<file path="config.mk">
export PLATFORM = sky130hd
export DESIGN_NAME = sram_arbiter
export DESIGN_NICKNAME = d
export VERILOG_FILES = /design/src/rtl/tron_mem_pkg.sv /design/src/rtl/rr_picker.sv /design/src/rtl/sram_arbiter.sv
export SDC_FILE = /design/constraint.sdc
export NUM_CORES = 1
export LEC_CHECK = 0
export ABC_CLOCK_PERIOD_IN_PS = 2700
export CAP_MARGIN = 0
export CORE_MARGIN = 4
export CORE_UTILIZATION = 39
export DETAILED_ROUTE_END_ITERATION = 6
export GPL_TIMING_DRIVEN = 0
export PLACE_DENSITY = 0.85
export SLEW_MARGIN = 20
export SYNTH_ARGS = -nofsm -noshare
export SYNTH_HDL_FRONTEND = slang
export SYNTH_SLANG_ARGS = --single-unit
</file>
<file path="constraint.sdc">
create_clock -name Clk -period 2.7 [get_ports Clk]
set_clock_uncertainty 0.1 [all_clocks]
set_input_delay 0.54 -clock Clk [delete_from_list [all_inputs] [get_ports Clk]]
set_output_delay 0.54 -clock Clk [all_outputs]
set_load 0.02 [all_outputs]
</file>
<file path="src/rtl/tron_mem_pkg.sv">
// tron_mem_pkg: shared types and constants for the SRAM arbiter and its requesters.
// Contents: arb_state_t FSM encoding, SRAM geometry, requester index assignments.
package tron_mem_pkg;
    typedef enum logic [1:0] {IDLE, ACCESS, DONE} arb_state_t;
    localparam int SRAM_ADDR_W = 20;
    localparam int SRAM_DATA_W = 16;
    localparam int REQ_BG      = 0;
    localparam int REQ_SPRITE  = 1;
    localparam int REQ_TEXT    = 2;
endpackage

</file>
<file path="src/rtl/rr_picker.sv">
// rr_picker: combinational round-robin picker; first set req bit scanning from rr_ptr upward, wrapping.
// Ports: req (request vector), rr_ptr (scan start index), onehot (winner one-hot), index (winner index).
module rr_picker #(
    parameter int N  = 3,
    parameter int PW = (N > 1) ? $clog2(N) : 1
) (
    input  logic [N-1:0]  req,
    input  logic [PW-1:0] rr_ptr,
    output logic [N-1:0]  onehot,
    output logic [PW-1:0] index
);
    logic [PW-1:0] j;
    logic          found;

    always_comb begin
        onehot = '0;
        index  = '0;
        found  = 1'b0;
        j      = '0;
        for (int k = 0; k < N; k++) begin
            j = PW'((int'(rr_ptr) + k) % N);
            if (!found && req[j]) begin
                found     = 1'b1;
                onehot[j] = 1'b1;
                index     = j;
            end
        end
    end
endmodule

</file>
<file path="src/rtl/sram_arbiter.sv">
// sram_arbiter: round-robin arbiter sharing one asynchronous 16-bit SRAM between NUM_REQ requesters.
// Ports: Clk/Reset; per-requester req, wr, addr_in, wdata_in in; done, grant out; rdata out;
//        SRAM_ADDR, Data_to_SRAM, active-low SRAM controls and SRAM_DRIVE to the pads; Data_from_SRAM in.
module sram_arbiter
    import tron_mem_pkg::*;
#(
    parameter int NUM_REQ     = REQ_TEXT + 1,
    parameter int ADDR_W      = SRAM_ADDR_W,
    parameter int DATA_W      = SRAM_DATA_W,
    parameter int WAIT_CYCLES = 2
) (
    input  logic                      Clk,
    input  logic                      Reset,
    input  logic [NUM_REQ-1:0]        req,
    input  logic [NUM_REQ-1:0]        wr,
    input  logic [NUM_REQ*ADDR_W-1:0] addr_in,
    input  logic [NUM_REQ*DATA_W-1:0] wdata_in,
    output logic [NUM_REQ-1:0]        done,
    output logic [NUM_REQ-1:0]        grant,
    output logic [DATA_W-1:0]         rdata,
    output logic [ADDR_W-1:0]         SRAM_ADDR,
    output logic [DATA_W-1:0]         Data_to_SRAM,
    input  logic [DATA_W-1:0]         Data_from_SRAM,
    output logic                      SRAM_OE_N,
    output logic                      SRAM_WE_N,
    output logic                      SRAM_CE_N,
    output logic                      SRAM_UB_N,
    output logic                      SRAM_LB_N,
    output logic                      SRAM_DRIVE
);
    localparam int PW = (NUM_REQ > 1) ? $clog2(NUM_REQ) : 1;

    arb_state_t           state, state_nx;
    logic [2:0]           wait_cnt;
    logic [PW-1:0]        rr_ptr, g_idx, pick_idx;
    logic [NUM_REQ-1:0]   pick_oh, g_oh;
    logic                 wr_q, last, acc;

    assign last = wait_cnt == 3'(WAIT_CYCLES - 1);

    rr_picker #(.N(NUM_REQ), .PW(PW)) u_pick (
        .req    (req),
        .rr_ptr (rr_ptr),
        .onehot (pick_oh),
        .index  (pick_idx)
    );

    always_ff @(posedge Clk or posedge Reset)
        if (Reset) state <= IDLE;
        else       state <= state_nx;

    always_comb
        state_nx = (state == IDLE)   ? ((|req) ? ACCESS : IDLE) :
                   (state == ACCESS) ? (last ? DONE : ACCESS) : IDLE;

    // The SRAM address and write data are registered at grant so the pins stay
    // stable for the whole access and hold their value while idle.
    always_ff @(posedge Clk or posedge Reset)
        if (Reset) begin
            wait_cnt     <= '0;
            rr_ptr       <= PW'(REQ_BG);
            g_idx        <= '0;
            g_oh         <= '0;
            wr_q         <= 1'b0;
            SRAM_ADDR    <= '0;
            Data_to_SRAM <= '0;
            rdata        <= '0;
        end else if (state == IDLE) begin
            if (|req) begin
                g_idx        <= pick_idx;
                g_oh         <= pick_oh;
                wr_q         <= wr[pick_idx];
                SRAM_ADDR    <= addr_in[pick_idx*ADDR_W +: ADDR_W];
                Data_to_SRAM <= wdata_in[pick_idx*DATA_W +: DATA_W];
                wait_cnt     <= '0;
            end
        end else if (state == ACCESS) begin
            wait_cnt <= wait_cnt + 3'd1;
            if (last && !wr_q) rdata <= Data_from_SRAM;
        end else if (state == DONE) begin
            rr_ptr <= (g_idx == PW'(NUM_REQ - 1)) ? '0 : g_idx + 1'b1;
        end

    // Controls are asserted only in ACCESS, so DONE gives a full inactive cycle
    // before the next address is launched.
    always_comb begin
        acc        = state == ACCESS;
        grant      = acc ? g_oh : '0;
        done       = (state == DONE) ? g_oh : '0;
        SRAM_CE_N  = !acc;
        SRAM_UB_N  = !acc;
        SRAM_LB_N  = !acc;
        SRAM_OE_N  = !(acc && !wr_q);
        SRAM_WE_N  = !(acc && wr_q);
        SRAM_DRIVE = acc && wr_q;
    end
endmodule

</file>
==> insert_results.sql <==
INSERT INTO impl_metrics (metric_group, metric, value, unit) VALUES
('outcome', 'run_status', 'complete, no violations', ''),
('worst_setup_path', 'critPathLaunch', 'rr_ptr[1]', ''),
('floorplanning', 'die_area', '10400', 'um^2'),
('grt', 'groute.layer.met2.usage', '0.367', ''),
('hold_path', 'timing.hold.worst_path_depth', '1', ''),
('yosys', 'synth_fp_nets', '479', ''),
('yosys', 'synth_seq_cells', '65', ''),
('yosys', 'yosysSeqAreaShare', '0.470', ''),
('timing', 'slew_viol_final', '0', ''),
('clock_network', 'clk_pin_slew_worst_paths', '0.07', 'ns'),
('power_and_ir_drop', 'ir_worst_vdd', '0.000616', 'V'),
('yosys', 'synth_top_area_frac', '0.470', ''),
('floorplanning', 'coreArea', '8680', 'um^2'),
('yosys', 'avgSynthCellArea', '10.2', 'um^2'),
('worst_setup_path', 'critical_path.reg2reg.startpoint', 'rr_ptr[1]', ''),
('grt', 'busiest_layer', 'met2', ''),
('clock_network', 'cts-htree-levels', '3', ''),
('floorplanning', 'die_w', '102', 'um'),
('hold_path', 'holdCritStartpoint', 'rdata[1]', ''),
('timing', 'setup_tns', '0', 'ns'),
('grt', 'grt_first_pass_wirelength', '17.6', 'mm'),
('yosys', 'post_synth_and_or_nand_nor_area_fraction', '0.113', ''),
('final_layout', 'antennaDiodeCount', '0', ''),
('route', 'avgViaCountPerCell', '5.25', ''),
('route', 'via_count', '3492', ''),
('placement', 'place.gp.congestion', '0.905', ''),
('placement', 'numPortBuffers', '195', ''),
('route', 'drt-initial-drc-count', '116', ''),
('timing', 'fin_crit', '2.59', 'ns'),
('hold_path', 'min_path_type', 'register to register', ''),
('yosys', 'synth.yosys.warnings', '0', ''),
('worst_setup_path', 'crit_arrival', '2.70', 'ns'),
('route', 'totalWireLength', '11.6', 'mm'),
('worst_setup_path', 'cp_max_fo', '10', ''),
('clock_network', 'tritoncts.num_buffers', '9', ''),
('placement', 'detailed_place_hpwl', '9.01', 'mm'),
('final_layout', 'drive_above_1_share', '0.113', ''),
('timing', 'timing.max_slew.rel_slack', '0.641', ''),
('floorplanning', 'floorplan.initialDensity', '0.399', ''),
('worst_setup_path', 'end_kind', 'register', ''),
('worst_setup_path', 'reg2reg_depth', '9', ''),
('route', 'postRouteAntennaNets', '0', ''),
('placement', 'placedCellCount', '645', ''),
('floorplanning', 'floorplan.io_pins', '196', ''),
('grt', 'grt_total_ovfl', '0', ''),
('yosys', 'synth_top_family_by_area', 'multiplexers', ''),
('timing', 'holdWs', '0.405', 'ns'),
('clock_network', 'insertion_delay', '0.32', 'ns'),
('yosys', 'synth_cell_types', '36', ''),
('final_layout', 'final_nets', '690', ''),
('worst_setup_path', 'crit_required', '2.80', 'ns'),
('yosys', 'synth_mux_area_frac', '0.179', ''),
('grt', 'grt_start_max_net_pins', '37', ''),
('yosys', 'post_synth_instance_area', '3460', 'um^2'),
('power_and_ir_drop', 'power-per-cell-area', '1270', 'nW/um^2'),
('grt', 'grt_util_met3', '0.0744', ''),
('timing', 'unrepaired_setup_endpoints_after_global_routing', 'no', ''),
('clock_network', 'clock-root-buffer', 'sky130_fd_sc_hd__clkbuf_8', ''),
('yosys', 'synthAdderAreaFrac', '0.0217', ''),
('clock_network', 'cts_max_path_buffers', '2', ''),
('grt', 'met1_usage', '0.254', ''),
('run', 'drv.max_cap_violation_count', '0', ''),
('final_layout', 'fill_cells', '695', ''),
('final_layout', 'flow.area_growth_from_synthesis', '67.8', '%'),
('timing', 'final-hold-violation-count', '0', ''),
('worst_setup_path', 'worstSetupStartpointType', 'register', ''),
('yosys', 'synth_top_cell_by_area', 'sky130_fd_sc_hd__dfrtp_1', ''),
('route', 'drt-wirelength-per-cell', '17.4', 'um'),
('yosys', 'syn_inst', '341', ''),
('final_layout', 'final_util', '0.669', ''),
('route', 'detail_route.first_pass.iterations', '4', '');
==> synthesized netlist by cell type <==
cell	number
sky130_fd_sc_hd__buf_12	3
sky130_fd_sc_hd__nor2b_1	2
sky130_fd_sc_hd__buf_6	1
sky130_fd_sc_hd__mux2_2	19
sky130_fd_sc_hd__dfrtp_1	65
sky130_fd_sc_hd__and2b_1	2
sky130_fd_sc_hd__mux2_4	1
sky130_fd_sc_hd__o22ai_1	37
sky130_fd_sc_hd__and3_1	1
sky130_fd_sc_hd__clkbuf_1	15
sky130_fd_sc_hd__o32a_1	1
sky130_fd_sc_hd__nor2_1	42
sky130_fd_sc_hd__a22oi_1	2
sky130_fd_sc_hd__a21oi_1	40
sky130_fd_sc_hd__inv_1	7
sky130_fd_sc_hd__nand3b_1	2
sky130_fd_sc_hd__nor3b_1	1
sky130_fd_sc_hd__nand2b_1	5
sky130_fd_sc_hd__or3_1	3
sky130_fd_sc_hd__and3b_1	1
sky130_fd_sc_hd__buf_4	2
sky130_fd_sc_hd__a21o_1	1
sky130_fd_sc_hd__nor3_1	2
sky130_fd_sc_hd__a41oi_2	1
sky130_fd_sc_hd__o21a_1	1
sky130_fd_sc_hd__ha_1	6
sky130_fd_sc_hd__nand3_1	4
sky130_fd_sc_hd__buf_2	3
sky130_fd_sc_hd__nand2_1	12
sky130_fd_sc_hd__o21ai_0	6
sky130_fd_sc_hd__a311oi_1	1
sky130_fd_sc_hd__and2_1	7
sky130_fd_sc_hd__buf_1	2
sky130_fd_sc_hd__o211ai_1	3
sky130_fd_sc_hd__mux2i_1	39
sky130_fd_sc_hd__xor2_1	1
==> layer usage <==
layer,routed length [um],vias up,part of all wire
met5,0,-,0
met4,229,0,0.020
met3,1200,21,0.10
met2,5880,159,0.51
met1,4260,1669,0.37
li1,-,1643,-
==> worst max-delay path, cell delays in order, from the launching register on <==
cell	delay, ns
sky130_fd_sc_hd__dfrtp_1	0.40
sky130_fd_sc_hd__inv_1	0.10
sky130_fd_sc_hd__ha_2	0.25
sky130_fd_sc_hd__mux2_4	0.33
sky130_fd_sc_hd__or3_1	0.36
sky130_fd_sc_hd__a41oi_2	0.21
sky130_fd_sc_hd__buf_6	0.20
sky130_fd_sc_hd__buf_12	0.17
sky130_fd_sc_hd__mux2i_1	0.24
sky130_fd_sc_hd__o22ai_1	0.10
==> power by group <==
part | switching, uW | internal, uW | leakage (uW)
logic | 2500 | 2370 | 0.00159
clock network | 360 | 380 | 0.0000932
registers | 290 | 1490 | 0.000756
==> area by class of cell <==
type	count	area (um^2)	area share
Timing Repair Buffer	201	2010	0.346
Multi-Input combinational cell	243	1650	0.284
Sequential cell	65	1630	0.280
Buffer	25	183	0.0315
Clock buffer	13	159	0.0274
Tap cell	108	135	0.0233
Inverter	7	28.8	0.00495
Clock inverter	3	15.0	0.00259
==> cells in the final DEF (no fill, tap or decap), types with 6 or more instances in the layout <==
cell / Yosys / routed
sky130_fd_sc_hd__nor2_1: 42 / 42
sky130_fd_sc_hd__o22ai_1: 37 / 37
sky130_fd_sc_hd__o21ai_0: 6 / 6
sky130_fd_sc_hd__dfrtp_1: 65 / 65
sky130_fd_sc_hd__mux2_2: 19 / 19
sky130_fd_sc_hd__mux2i_1: 39 / 39
sky130_fd_sc_hd__clkdlybuf4s50_1: 0 / 195
sky130_fd_sc_hd__buf_4: 2 / 8
sky130_fd_sc_hd__clkbuf_8: 0 / 11
sky130_fd_sc_hd__and2_1: 7 / 7
sky130_fd_sc_hd__a21oi_1: 40 / 40
sky130_fd_sc_hd__nand2_1: 12 / 12
sky130_fd_sc_hd__clkbuf_1: 15 / 9
==> worst paths after layout <==
check	slack [ns]	end
worst min-delay path	0.40	rdata[1]
max in group asynchronous	1.50	g_idx[0]
worst max register to register	0.11	wr_q
worst max-delay path	0.11	wr_q
min in group asynchronous	0.47	rdata[2]
worst min register to register	0.40	rdata[1]
==> kinds of logic (layout without fill, tap and decap cells) <==
logic type | after synthesis | count (layout)
adder cells (fa/ha/maj) | 6 | 6
flip-flops | 65 | 65
buffers and inverters | 33 | 249
XOR/XNOR | 1 | 1
AND/OR/NAND/NOR | 84 | 84
multiplexers | 59 | 59
AO/OA/AOI/OAI | 93 | 93
==> flip-flops by register name (all words and copies together) (netlist names) <==
register / count
SRAM_ADDR: 20
Data_to_SRAM: 16
rdata: 16
g_oh: 3
wait_cnt: 3
g_idx: 2
rr_ptr: 2
state: 2
wr_q: 1
==> per-stage QoR <==
step | area [um^2] | power [uW] | worst slack [ns]
final | 5810 | 7400 | 0.109
after global routing | 5810 | 7920 | 0.00668
after CTS | 5750 | 7330 | 0.0360
after detailed placement | 5570 | 6570 | -0.382
after global placement | 5550 | 6380 | -0.729
after floorplan | 3460 | 4710 | 0.305
==> what timing repair did <==
item                       4_1_cts  5_1_grt
setup buffers                    0        5
hold endpoints to repair         0        0
resized for setup                5       18
setup endpoints to repair       30       34
No activity file was read; power rests on OpenSTA's default activity.
